File: config.mk
export PLATFORM = sky130hd
export DESIGN_NAME = share_superalu
export DESIGN_NICKNAME = d
export VERILOG_FILES = /design/src/rtl/share_superalu.sv
export SDC_FILE = /design/constraint.sdc
export NUM_CORES = 1
export LEC_CHECK = 0
export CAP_MARGIN = 20
export CORE_ASPECT_RATIO = 2
export CORE_MARGIN = 2
export CORE_UTILIZATION = 40
export CTS_BUF_LIST = sky130_fd_sc_hd__clkbuf_16
export DETAILED_ROUTE_END_ITERATION = 6
export SLEW_MARGIN = 30
export SYNTH_ARGS = -nofsm -noshare
export SYNTH_HDL_FRONTEND = slang
export SYNTH_SLANG_ARGS = --single-unit
File: constraint.sdc
create_clock -name CLK -period 4.1 [get_ports CLK]
set_input_delay 1.23 -clock CLK [delete_from_list [all_inputs] [get_ports CLK]]
set_output_delay 1.23 -clock CLK [all_outputs]
set_load 0.02 [all_outputs]
File: src/rtl/share_superalu.sv
// share_superalu: shared iterative multiply / restoring divide / CORDIC magnitude-phase unit.
// Build option: define SUPERALU_SQRT_EN to compile in the CORDIC (sqrt/atan2) datapath.
module share_superalu #(
    parameter int MAX_WIDTH   = 13,
    parameter int MUL_A_W     = 9,
    parameter int MUL_B_W     = 8,
    parameter int DIV_W       = 12,
    parameter int QUO_W       = 9,
    parameter int CORDIC_ITER = 12
) (
    input  logic                 CLK,
    input  logic                 RST,
    input  logic [MAX_WIDTH-1:0] X_IN,
    input  logic [MAX_WIDTH-1:0] Y_IN,
    input  logic                 alu_start,
    input  logic [2:0]           alu_type,
    input  logic [1:0]           mode_type,
    input  logic [9:0]           OFFSET,
    output logic [MAX_WIDTH-1:0] FOUT,
    output logic [MAX_WIDTH-1:0] POUT,
    output logic                 alu_is_done
);
    localparam int ACC_W  = MUL_A_W + MUL_B_W;
    localparam int DIV_NW = DIV_W + QUO_W;
    localparam int CNT_W  = $clog2(CORDIC_ITER + QUO_W + 2);

    typedef enum logic [2:0] {S_IDLE, S_LOAD, S_ITER, S_POST, S_DONE} state_t;
    typedef enum logic [1:0] {OP_MUL, OP_DIV, OP_SQRT} op_t;

    state_t               state_reg;
    op_t                  op_reg;
    logic [1:0]           mode_reg;
    logic [CNT_W-1:0]     cnt_reg;
    logic [MAX_WIDTH-1:0] fout_reg;
    logic [MAX_WIDTH-1:0] pout_reg;
    logic                 done_reg;

    logic [MUL_A_W-1:0]   mul_a_reg;
    logic [MUL_B_W-1:0]   mul_b_reg;
    logic [ACC_W-1:0]     mul_ash_reg;
    logic [ACC_W-1:0]     mul_acc_reg;

    logic [DIV_NW-1:0]    div_rem_reg;
    logic [DIV_NW-1:0]    div_dv_reg;
    logic [QUO_W-1:0]     div_q_reg;
    logic                 div_ovf_reg;

    logic [DIV_NW-1:0]    div_n_ext;
    logic [DIV_NW-1:0]    div_num;
    logic [DIV_NW-1:0]    div_lim;
    logic [DIV_NW-1:0]    div_dv_init;

    assign FOUT        = fout_reg;
    assign POUT        = pout_reg;
    assign alu_is_done = done_reg;

    // Scaled numerator; the quotient fits QUO_W bits only when num < d << QUO_W,
    // which also catches d = 0.
    always_comb begin
        div_n_ext = DIV_NW'(X_IN[DIV_W-1:0]);
        case (mode_type)
            2'b01:   div_num = div_n_ext << (QUO_W - 2);
            2'b10:   div_num = div_n_ext << (QUO_W - 3);
            default: div_num = div_n_ext << (QUO_W - 1);
        endcase
        div_lim     = {Y_IN[DIV_W-1:0], {QUO_W{1'b0}}};
        div_dv_init = DIV_NW'(Y_IN[DIV_W-1:0]) << (QUO_W - 1);
    end

`ifdef SUPERALU_SQRT_EN
    localparam int CW = 16;
    localparam int GW = CW + 11;
    localparam logic [10:0] GAIN = 11'd1243;

    logic signed [CW-1:0] cx_reg;
    logic signed [CW-1:0] cy_reg;
    logic signed [CW-1:0] cx_sh;
    logic signed [CW-1:0] cy_sh;
    logic [MAX_WIDTH-1:0] cz_reg;
    logic [MAX_WIDTH-1:0] mag_reg;
    logic [9:0]           off_reg;
    logic [CNT_W-1:0]     cor_shamt;
    logic [GW-1:0]        gain_part [0:11];

    // Step 0 of the iteration phase is the pre-rotation, so micro-rotation i runs at cnt = i+1.
    assign cor_shamt = cnt_reg - CNT_W'(1);
    assign cx_sh     = cx_reg >>> cor_shamt;
    assign cy_sh     = cy_reg >>> cor_shamt;

    assign gain_part[0] = '0;
    genvar gi;
    generate
        for (gi = 0; gi < 11; gi++) begin : g_gain
            assign gain_part[gi+1] = gain_part[gi] +
                (GAIN[gi] ? (GW'($unsigned(cx_reg)) << gi) : GW'(0));
        end
    endgenerate

    function automatic logic [MAX_WIDTH-1:0] atan_lut(input logic [CNT_W-1:0] idx);
        case (int'(idx))
            0:       atan_lut = 13'd1024;
            1:       atan_lut = 13'd604;
            2:       atan_lut = 13'd319;
            3:       atan_lut = 13'd162;
            4:       atan_lut = 13'd81;
            5:       atan_lut = 13'd41;
            6:       atan_lut = 13'd20;
            7:       atan_lut = 13'd10;
            8:       atan_lut = 13'd5;
            9:       atan_lut = 13'd3;
            10:      atan_lut = 13'd1;
            11:      atan_lut = 13'd1;
            default: atan_lut = 13'd0;
        endcase
    endfunction
`else
    logic unused_sqrt_inputs;
    assign unused_sqrt_inputs = ^{X_IN[MAX_WIDTH-1:DIV_W], Y_IN[MAX_WIDTH-1:DIV_W], OFFSET};
`endif

    always_ff @(posedge CLK) begin
        if (RST) begin
            state_reg   <= S_IDLE;
            op_reg      <= OP_MUL;
            mode_reg    <= '0;
            cnt_reg     <= '0;
            fout_reg    <= '0;
            pout_reg    <= '0;
            done_reg    <= 1'b0;
            mul_a_reg   <= '0;
            mul_b_reg   <= '0;
            mul_ash_reg <= '0;
            mul_acc_reg <= '0;
            div_rem_reg <= '0;
            div_dv_reg  <= '0;
            div_q_reg   <= '0;
            div_ovf_reg <= 1'b0;
`ifdef SUPERALU_SQRT_EN
            cx_reg      <= '0;
            cy_reg      <= '0;
            cz_reg      <= '0;
            mag_reg     <= '0;
            off_reg     <= '0;
`endif
        end else begin
            case (state_reg)
                S_IDLE: begin
                    if (alu_start && alu_type != 3'b000) begin
                        state_reg <= S_LOAD;
                        if (alu_type[2])      op_reg <= OP_MUL;
                        else if (alu_type[1]) op_reg <= OP_DIV;
                        else                  op_reg <= OP_SQRT;
                    end
                end
                S_LOAD: begin
                    mode_reg    <= mode_type;
                    cnt_reg     <= '0;
                    mul_a_reg   <= X_IN[MUL_A_W-1:0];
                    mul_b_reg   <= Y_IN[MUL_B_W-1:0];
                    mul_ash_reg <= ACC_W'(X_IN[MUL_A_W-1:0]);
                    mul_acc_reg <= '0;
                    div_rem_reg <= div_num;
                    div_dv_reg  <= div_dv_init;
                    div_q_reg   <= '0;
                    div_ovf_reg <= (div_num >= div_lim);
`ifdef SUPERALU_SQRT_EN
                    cx_reg      <= CW'($signed(X_IN));
                    cy_reg      <= CW'($signed(Y_IN));
                    cz_reg      <= '0;
                    off_reg     <= OFFSET;
                    state_reg   <= S_ITER;
`else
                    if (op_reg == OP_SQRT) begin
                        fout_reg  <= '0;
                        pout_reg  <= '0;
                        done_reg  <= 1'b1;
                        state_reg <= S_DONE;
                    end else begin
                        state_reg <= S_ITER;
                    end
`endif
                end
                S_ITER: begin
                    cnt_reg <= cnt_reg + CNT_W'(1);
                    case (op_reg)
                        OP_MUL: begin
                            if (mul_b_reg[0])
                                mul_acc_reg <= mul_acc_reg + mul_ash_reg;
                            mul_ash_reg <= mul_ash_reg << 1;
                            mul_b_reg   <= mul_b_reg >> 1;
                            if (cnt_reg == CNT_W'(MUL_B_W - 1)) begin
                                cnt_reg   <= '0;
                                state_reg <= S_POST;
                            end
                        end
                        OP_DIV: begin
                            if (div_rem_reg >= div_dv_reg) begin
                                div_rem_reg <= div_rem_reg - div_dv_reg;
                                div_q_reg   <= {div_q_reg[QUO_W-2:0], 1'b1};
                            end else begin
                                div_q_reg   <= {div_q_reg[QUO_W-2:0], 1'b0};
                            end
                            div_dv_reg <= div_dv_reg >> 1;
                            if (cnt_reg == CNT_W'(QUO_W - 1)) begin
                                cnt_reg   <= '0;
                                state_reg <= S_POST;
                            end
                        end
                        default: begin
`ifdef SUPERALU_SQRT_EN
                            if (cnt_reg == '0) begin
                                // +4096 and -4096 share one encoding modulo 2^13.
                                if (cx_reg[CW-1]) begin
                                    cx_reg <= -cx_reg;
                                    cy_reg <= -cy_reg;
                                    cz_reg <= 13'h1000;
                                end
                            end else if (!cy_reg[CW-1]) begin
                                cx_reg <= cx_reg + cy_sh;
                                cy_reg <= cy_reg - cx_sh;
                                cz_reg <= cz_reg + atan_lut(cor_shamt);
                            end else begin
                                cx_reg <= cx_reg - cy_sh;
                                cy_reg <= cy_reg + cx_sh;
                                cz_reg <= cz_reg - atan_lut(cor_shamt);
                            end
                            if (cnt_reg == CNT_W'(CORDIC_ITER)) begin
                                cnt_reg   <= '0;
                                state_reg <= S_POST;
                            end
`else
                            cnt_reg   <= '0;
                            state_reg <= S_POST;
`endif
                        end
                    endcase
                end
                S_POST: begin
                    case (op_reg)
                        OP_MUL: begin
                            case (mode_reg)
                                2'b00:   fout_reg <= MAX_WIDTH'(mul_acc_reg >> MUL_B_W);
                                2'b01:   fout_reg <= MAX_WIDTH'(mul_a_reg) +
                                                     MAX_WIDTH'(mul_acc_reg >> MUL_B_W);
                                2'b11:   fout_reg <= MAX_WIDTH'({mul_a_reg, 1'b0});
                                default: fout_reg <= MAX_WIDTH'(mul_a_reg);
                            endcase
                            pout_reg  <= '0;
                            done_reg  <= 1'b1;
                            state_reg <= S_DONE;
                        end
                        OP_DIV: begin
                            fout_reg  <= div_ovf_reg ? MAX_WIDTH'({QUO_W{1'b1}})
                                                     : MAX_WIDTH'(div_q_reg);
                            pout_reg  <= '0;
                            done_reg  <= 1'b1;
                            state_reg <= S_DONE;
                        end
                        default: begin
`ifdef SUPERALU_SQRT_EN
                            // Two post cycles: rounded gain compensation, then offset removal.
                            if (cnt_reg == '0) begin
                                mag_reg <= MAX_WIDTH'((gain_part[11] + GW'(1024)) >> 11);
                                cnt_reg <= CNT_W'(1);
                            end else begin
                                if (mag_reg > MAX_WIDTH'(off_reg))
                                    fout_reg <= mag_reg - MAX_WIDTH'(off_reg);
                                else
                                    fout_reg <= '0;
                                pout_reg  <= cz_reg;
                                done_reg  <= 1'b1;
                                state_reg <= S_DONE;
                            end
`else
                            fout_reg  <= '0;
                            pout_reg  <= '0;
                            done_reg  <= 1'b1;
                            state_reg <= S_DONE;
`endif
                        end
                    endcase
                end
                S_DONE: begin
                    if (!alu_start) begin
                        done_reg  <= 1'b0;
                        state_reg <= S_IDLE;
                    end
                end
                default: state_reg <= S_IDLE;
            endcase
        end
    end
endmodule

==> results of run 1 <==
==> cells in the mapped netlist (14+ instances only) <==
| master | instances | area share |
|---|---|---|
| a21o_1 | 16 | 0.014 |
| ha_1 | 60 | 0.090 |
| nand3_1 | 56 | 0.034 |
| clkbuf_1 | 48 | 0.022 |
| a311oi_1 | 17 | 0.018 |
| nand4_1 | 14 | 0.011 |
| nor3_1 | 24 | 0.014 |
| inv_1 | 57 | 0.026 |
| o21ai_0 | 58 | 0.035 |
| nor2_1 | 75 | 0.034 |
| a21oi_1 | 111 | 0.067 |
| nand2_1 | 166 | 0.075 |
| buf_4 | 18 | 0.016 |
| dfxtp_1 | 125 | 0.30 |
| a22oi_1 | 19 | 0.017 |
==> cell type report <==
cell class | instances | area, um2 | share of cell area
multi-input cells | 845 | 5270 | 0.560
inverters | 57 | 214 | 0.0227
flip-flops and latches | 125 | 2500 | 0.266
clock inverters | 13 | 87.6 | 0.00931
repair buffers | 64 | 583 | 0.0620
well taps | 266 | 333 | 0.0354
clock buffers | 17 | 425 | 0.0452
==> power groups by stage <==
stage,logic [mW],registers (mW),clock network [mW]
after floorplan,1.34,1.45,0
after global routing,1.97,1.50,1.45
after detailed placement,1.76,1.51,0
after global placement,1.74,1.50,0
final,1.79,1.48,1.37
after CTS,1.77,1.48,1.40
==> worst min-delay path, delay by kind of cell, from the launching register on <==
| family | cells | cell delay (ns) |
|---|---|---|
| flip-flops | 1 | 0.30 |
| AND/OR/NAND/NOR | 2 | 0.09 |
==> per-layer routing <==
layer,part of all wire,GRT usage,vias up
li1,-,-,3940
met1,0.36,0.235,3823
met2,0.54,0.431,217
met3,0.036,0.0395,87
met4,0.065,0.162,0
met5,0,0,-
==> worst paths after layout <==
check        cells past startpoint        endpoint           from  slack [ns]
min                              2         FOUT[3]        FOUT[3]        0.44
max reg2reg                     10  div_rem_reg[6]  div_dv_reg[1]        0.99
min reg2reg                      2         FOUT[3]        FOUT[3]        0.44
max                             13     div_ovf_reg   mode_type[0]        0.32
==> cells by family (layout without fill, tap and decap cells) <==
family | after synthesis | after routing | synth area share
other cells | 1 | 16 | 0.000451
simple gates | 410 | 410 | 0.230
mux | 12 | 12 | 0.0206
flops | 125 | 125 | 0.301
buf+inv | 138 | 151 | 0.0743
xor+xnor | 22 | 22 | 0.0232
fa+ha+maj | 63 | 63 | 0.0975
compound gates | 322 | 322 | 0.253
==> reports/results.ini, run 1 <==
[critical_path]
worstPathCellList = clkdlybuf4s50_1 -> inv_1 -> ha_1 -> o21ai_0 -> ha_1 -> nand4_1 -> a2111oi_0 -> buf_4 -> o31ai_1 -> a21oi_1 -> o21ai_0 -> buf_4 -> o41ai_1
critical_path_class = in -> reg
worst-path-buf-inv = 4
cp-start-kind = primary input
slowest_stage = clkdlybuf4s50_1
crit_path_max_incr_delay_ns = 0.56
endpoint_kind = flop
crit_fanout = 13
critPathArrivalTime_ns = 4.12
crit_family = compound AO/OA/AOI/OAI gates
critical_path_required_ns = 4.44

[logic_synthesis]
synth_cell_types = 71
netlist_area_um2 = 8320
syn_area_per_cell_um2 = 7.61
yosys_warnings = 0
seq_area_frac_synth = 0.301
synth-main-ff-cell = dfxtp_1
async_flop_share = 0
syn_inst = 1093
synth_edf_count = 0
synth-seq-cells = 125

[clock_network]
clkLatencyLatePin_ns = 0.44
h-tree-depth = 4
cts_resized = 0
cts_tree = yes
hold_buffers = 0
clock-sinks = 125
cts_buffer_depth = 2
cts_root_buf = clkbuf_16
post_cts_buffers = 0
cts.clk_slew.worst_paths_ns = 0.06
cts_buffers = 17

[finish]
final_area_um2 = 9410
instances_no_fill = 1387
area_growth_pct = 13.1
fin_util = 0.460
final_cell_mix = 166 x nand2_1, 125 x dfxtp_1, 111 x a21oi_1
fillers = 2104
antenna_cells = 0
largest_reg_flops = 21
nets = 1217
layout-drive-gt1-share = 0.0633
layout_commonest_cell = nand2_1

[detailed_routing]
antenna_left = 0
vias_per_cell = 5.82
drc = 0
vias = 8067
drt_iter0_drc = 371
wl_per_cell_um = 18.2
wl_um = 25200
drtPass1Iterations = 5

[global_route]
antenna_found_initial = 0
grt_pass1_wl_um = 40300
overflow = 0
grt.total_usage = 0.234
grt_pass1_vias = 7887
grt_start_max_net_pins = 64

[pwr]
peakVddDrop_mv = 0.289
switching_share = 0.395
clkPwrFrac = 0.295
power_frac_comb = 0.385
p_seq_frac = 0.320
power.density_nw_per_um2 = 493
p_total_mw = 4.64
total_leakage_power_nw = 3.70
p_int_mw = 2.81
p_sw_mw = 1.84

[sta]
fmax_mhz = 265
postLayoutSetupSlackWorst_ns = 0.323
tns_ns = 0
finalHoldViolations = 0
tightest_slew_ns = 0.837
grt_setup_unrepaired = false
slew_headroom = 0.441
slew_viol_final = 0
post-route-min-period_ns = 3.78
setup_viol = 0
finClkSkew_ns = 0.00890
finalCritPeriodShare = 0.921
holdWs_ns = 0.437

[place]
gp_congestion = 0.879
dpl.cell_count = 1357
placed_area_um2 = 8900
dp_worst_setup_slack_ns = -0.119
io_buffers = 42
hpwl_um = 18400

[worst_hold_path]
hold_class = reg -> reg

[run]
drv_cap = 0

[floorplanning]
die_y_um = 208
num_rows = 74
die_x_um = 106
start_util = 0.407
core-area_um2 = 20500
ios = 71
dieArea_um2 = 22000

[outcome]
run_status = complete, no violations

No activity file was read; power rests on OpenSTA's default activity.
==> run 2, diff against run 1 <==
--- a/config.mk
+++ b/config.mk
@@ -6,7 +6,7 @@
 export NUM_CORES = 1
 export LEC_CHECK = 0
 export CAP_MARGIN = 20
-export CORE_ASPECT_RATIO = 2
+export CORE_ASPECT_RATIO = 1.4
 export CORE_MARGIN = 2
 export CORE_UTILIZATION = 40
 export CTS_BUF_LIST = sky130_fd_sc_hd__clkbuf_16
==> constraint.sdc (replaced) <==
create_clock -name CLK -period 3.7 [get_ports CLK]
set_input_delay 1.11 -clock CLK [delete_from_list [all_inputs] [get_ports CLK]]
set_output_delay 1.11 -clock CLK [all_outputs]
set_load 0.02 [all_outputs]
==> reports/results.ini, run 2 (synthesized netlist as in run 1, its figures left out) <==
[outcome]
run_status = complete, no violations

[finish]
layout_commonest_cell = nand2_1
instances_no_fill = 1381  ; -0.43%
layout-drive-gt1-share = 0.0693  ; +0.00600
final_cell_mix = 166 x nand2_1, 125 x dfxtp_1, 111 x a21oi_1
largest_reg_flops = 21  ; unchanged
area_growth_pct = 14.0
nets = 1219  ; +0.16%
antenna_cells = 0  ; unchanged
final_area_um2 = 9480  ; +0.72%
fillers = 2101  ; -0.14%

[clock_network]
cts_buffers = 17  ; unchanged
h-tree-depth = 4  ; unchanged
cts_tree = yes
cts_resized = 0  ; unchanged
cts_buffer_depth = 2  ; unchanged
post_cts_buffers = 0  ; unchanged
clock-sinks = 125  ; unchanged
cts_root_buf = clkbuf_16
cts.clk_slew.worst_paths_ns = 0.06  ; about the same
clkLatencyLatePin_ns = 0.43  ; about the same
hold_buffers = 0  ; unchanged

[critical_path]
critPathArrivalTime_ns = 3.73  ; -0.39 ns
crit_fanout = 5  ; -8
critical_path_required_ns = 3.99  ; -0.45 ns
critical_path_class = in -> reg
cp-start-kind = primary input
endpoint_kind = flop

[place]
dpl.cell_count = 1349  ; -0.59%
io_buffers = 42  ; unchanged
hpwl_um = 17100  ; -6.9%
gp_congestion = 0.897  ; +2.0%
placed_area_um2 = 8900  ; about the same

[floorplanning]
start_util = 0.406  ; about the same
dieArea_um2 = 22000  ; -0.24%
num_rows = 62  ; -16%
core-area_um2 = 20500  ; about the same
die_y_um = 175  ; -16%
die_x_um = 126  ; +19%
ios = 71  ; unchanged

[sta]
fmax_mhz = 291
grt_setup_unrepaired = false
finalHoldViolations = 0  ; unchanged
slew_viol_final = 0  ; unchanged
finalCritPeriodShare = 0.930
post-route-min-period_ns = 3.44
tightest_slew_ns = 0.832  ; -0.00566 ns
tns_ns = 0  ; unchanged
finClkSkew_ns = 0.00921  ; +0.000304 ns
setup_viol = 0  ; unchanged
slew_headroom = 0.445  ; +0.00378

[detailed_routing]
antenna_left = 0  ; unchanged
drc = 0  ; unchanged
drtPass1Iterations = 5  ; unchanged
vias_per_cell = 5.75  ; -1.1%
wl_per_cell_um = 17.2  ; -5.7%
wl_um = 23700  ; -6.1%
drt_iter0_drc = 531  ; +43%
vias = 7940  ; -1.6%

[global_route]
grt_pass1_wl_um = 38900  ; -3.4%
grt_start_max_net_pins = 51  ; -20%
grt.total_usage = 0.219  ; -0.0155
antenna_found_initial = 0  ; unchanged
overflow = 0  ; unchanged
grt_pass1_vias = 7578  ; -3.9%

[worst_hold_path]
hold_class = reg -> reg

[pwr]
total_leakage_power_nw = 3.71  ; +0.27%
peakVddDrop_mv = 0.396  ; +37%
power.density_nw_per_um2 = 551  ; +12%
p_total_mw = 5.23  ; +13%

[run]
drv_cap = 0  ; unchanged

## run 2: through the flow
stage | hold slack [ns] | setup slack [ns] | util
after CTS | 0.440 | 0.210 | 0.463
after global routing | 0.456 | 0.0537 | 0.463
after detailed placement | 0.432 | -0.207 | 0.435
after floorplan | 0.437 | 0.458 | -
after global placement | 0.430 | -0.178 | 0.435
final | 0.434 | 0.259 | 0.463
## run 2: final cells by class
type | count | area, um2 | area share
Clock inverter | 15 | 146 | 0.0154
Multi-Input combinational cell | 845 | 5270 | 0.556
Sequential cell | 125 | 2500 | 0.264
Tap cell | 256 | 320 | 0.0338
Inverter | 57 | 214 | 0.0226
Timing Repair Buffer | 66 | 598 | 0.0631
Clock buffer | 17 | 425 | 0.0449
## run 2: critical path: stages
cell,delay [ns]
clkdlybuf4s50_1,0.59
inv_1,0.07
ha_1,0.25
a22oi_1,0.21
o21ai_1,0.11
ha_1,0.30
nor2b_1,0.13
o21a_1,0.16
o21a_1,0.17
o31ai_1,0.23
a21oi_1,0.14
o21ai_0,0.19
o41ai_1,0.08
## run 2: worst paths after layout
| check | endpoint | startpoint | slack [ns] | cells past startpoint |
|---|---|---|---|---|
| min reg2reg | FOUT[3] | FOUT[3] | 0.43 | 2 |
| min | FOUT[3] | FOUT[3] | 0.43 | 2 |
| max | div_ovf_reg | mode_type[1] | 0.26 | 13 |
| max reg2reg | div_rem_reg[7] | div_dv_reg[1] | 0.73 | 9 |
## run 2: layer usage
layer	GRT usage	share of wire	vias up	routed length [um]
li1	-	-	3945	-
met4	0.107	0.039	0	919
met5	0	0	-	0
met1	0.262	0.43	3767	10200
met3	0.0288	0.029	56	687
met2	0.384	0.50	172	11900
## run 2: report_power, final
part	leakage, nW	switching [mW]	internal [mW]	total (mW)
Clock	0.268	0.660	0.985	1.65
Sequential	1.01	0.146	1.50	1.64
Combinational	2.43	1.22	0.721	1.94
Total	3.71	2.02	3.20	5.23
==> run 3, diff against run 2 <==
--- a/config.mk
+++ b/config.mk
@@ -7,10 +7,11 @@
 export LEC_CHECK = 0
 export CAP_MARGIN = 20
 export CORE_ASPECT_RATIO = 1.4
-export CORE_MARGIN = 2
 export CORE_UTILIZATION = 40
 export CTS_BUF_LIST = sky130_fd_sc_hd__clkbuf_16
 export DETAILED_ROUTE_END_ITERATION = 6
+export MAX_ROUTING_LAYER = met4
+export PLACE_DENSITY = 0.59
 export SLEW_MARGIN = 30
 export SYNTH_ARGS = -nofsm -noshare
 export SYNTH_HDL_FRONTEND = slang
==> reports/results.ini, run 3 (synthesized netlist as in run 1, its figures left out) <==
[critical_path]
critical_path_required_ns = 4.00  ; about the same
crit_fanout = 5  ; unchanged
endpoint_kind = flop
cp-start-kind = primary input
crit_path_max_incr_delay_ns = 0.59  ; about the same
worstPathCellList = clkdlybuf4s50_1 -> inv_1 -> ha_1 -> a22oi_1 -> o21ai_1 -> ha_1 -> nor2b_1 -> o21a_1 -> o21a_1 -> o31ai_1 -> a21oi_1 -> o21ai_0 -> o41ai_1
critical_path_class = in -> reg
slowest_stage = clkdlybuf4s50_1
critPathArrivalTime_ns = 3.74  ; about the same

[clock_network]
cts_buffer_depth = 2  ; unchanged
cts_tree = yes
cts_buffers = 17  ; unchanged
clock-sinks = 125  ; unchanged
clkLatencyLatePin_ns = 0.43  ; about the same
cts.clk_slew.worst_paths_ns = 0.06  ; about the same
h-tree-depth = 4  ; unchanged
cts_root_buf = clkbuf_16
hold_buffers = 0  ; unchanged

[detailed_routing]
antenna_left = 0  ; unchanged
vias_per_cell = 5.70  ; -0.92%
drc = 0  ; unchanged
vias = 7901  ; -0.49%
wl_per_cell_um = 17.1  ; -0.33%
wl_um = 23700  ; +0.11%
drt_iter0_drc = 463  ; -13%
drtPass1Iterations = 4  ; -1

[floorplanning]
die_y_um = 173  ; -1.1%
start_util = 0.406  ; unchanged
core-area_um2 = 20500  ; unchanged
die_x_um = 124  ; -1.6%
dieArea_um2 = 21400  ; -2.7%
ios = 71  ; unchanged
num_rows = 62  ; unchanged

[sta]
setup_viol = 0  ; unchanged
finalCritPeriodShare = 0.930  ; about the same
tightest_slew_ns = 0.829  ; -0.00251 ns
grt_setup_unrepaired = false
finClkSkew_ns = 0.0110  ; +0.00182 ns
slew_headroom = 0.446  ; +0.00167
tns_ns = 0  ; unchanged
postLayoutSetupSlackWorst_ns = 0.259  ; -0.000437 ns
slew_viol_final = 0  ; unchanged
fmax_mhz = 291  ; about the same
holdWs_ns = 0.438  ; +0.00348 ns
post-route-min-period_ns = 3.44  ; +0.000437 ns
finalHoldViolations = 0  ; unchanged

[pwr]
peakVddDrop_mv = 0.382  ; -3.5%
power.density_nw_per_um2 = 561  ; +1.7%
total_leakage_power_nw = 3.77  ; +1.7%

[place]
dp_worst_setup_slack_ns = -0.241  ; -0.0336 ns
io_buffers = 42  ; unchanged
hpwl_um = 17500  ; +1.9%
gp_congestion = 0.900  ; +0.35%

[finish]
antenna_cells = 0  ; unchanged
final_cell_mix = 166 x nand2_1, 125 x dfxtp_1, 111 x a21oi_1
nets = 1225  ; +0.49%
fin_util = 0.467  ; +0.00409
layout_commonest_cell = nand2_1
largest_reg_flops = 21  ; unchanged
layout-drive-gt1-share = 0.0725  ; +0.00317
area_growth_pct = 15.0

[global_route]
overflow = 0  ; unchanged
grt_pass1_wl_um = 38400  ; -1.4%
antenna_found_initial = 0  ; unchanged
grt_pass1_vias = 7651  ; +0.96%
grt_start_max_net_pins = 48  ; -5.9%
grt.total_usage = 0.237  ; +0.0182

[outcome]
run_status = complete, no violations

[run]
drv_cap = 0  ; unchanged

[worst_hold_path]
hold_class = reg -> reg

## run 3: layer usage
metal | global-route usage | part of all wire
met1 | 0.266 | 0.43
met2 | 0.406 | 0.51
met3 | 0.0353 | 0.024
met4 | 0.109 | 0.036
met5 | - | 0
## run 3: what timing repair did
item / 4_1_cts / 5_1_grt
buffers inserted: 0 / 0
hold endpoints to repair: 0 / 0
endpoints found under the setup margin: 0 / 1
resized for setup: 0 / 3
## run 3: final cells by class
cell class | instances | area (um2)
Fill cell | 2094 | 10900
Multi-Input combinational cell | 845 | 5280
Sequential cell | 125 | 2500
Timing Repair Buffer | 72 | 643
Clock buffer | 17 | 425
Tap cell | 256 | 320
Inverter | 57 | 214
Clock inverter | 15 | 179
## run 3: worst paths after layout
kind	from	endpoint	slack (ns)	depth (start not counted)
setup / recovery	mode_type[1]	div_ovf_reg	0.26	13
setup reg to reg	div_dv_reg[8]	div_rem_reg[6]	0.61	9
hold reg to reg	FOUT[3]	FOUT[3]	0.44	2
hold / removal	FOUT[3]	FOUT[3]	0.44	2
## run 3: critical path, delay by kind of cell
kind,cells,cell delay (ns)
compound gates,8,1.27
simple gates,1,0.13
buf+inv,2,0.66
fa+ha+maj,2,0.55
## run 3: power breakdown
group          switching [mW]  leakage (nW)  total [mW]  internal, mW
logic                    1.23          2.46        1.96         0.732
clock network           0.639         0.302        1.75          1.11
registers               0.150          1.01        1.65          1.50
total                    2.02          3.77        5.36          3.34
## run 3: per-stage QoR
step / power (mW) / instance area, um2 / instances
3_3_place_gp: 3.59 / 8940 / 1355
5_1_grt: 5.67 / 9560 / 1387
2_1_floorplan: 3.09 / 8370 / 1108
6_report: 5.36 / 9560 / 1387
3_5_place_dp: 3.61 / 8950 / 1355
4_1_cts: 5.38 / 9560 / 1387
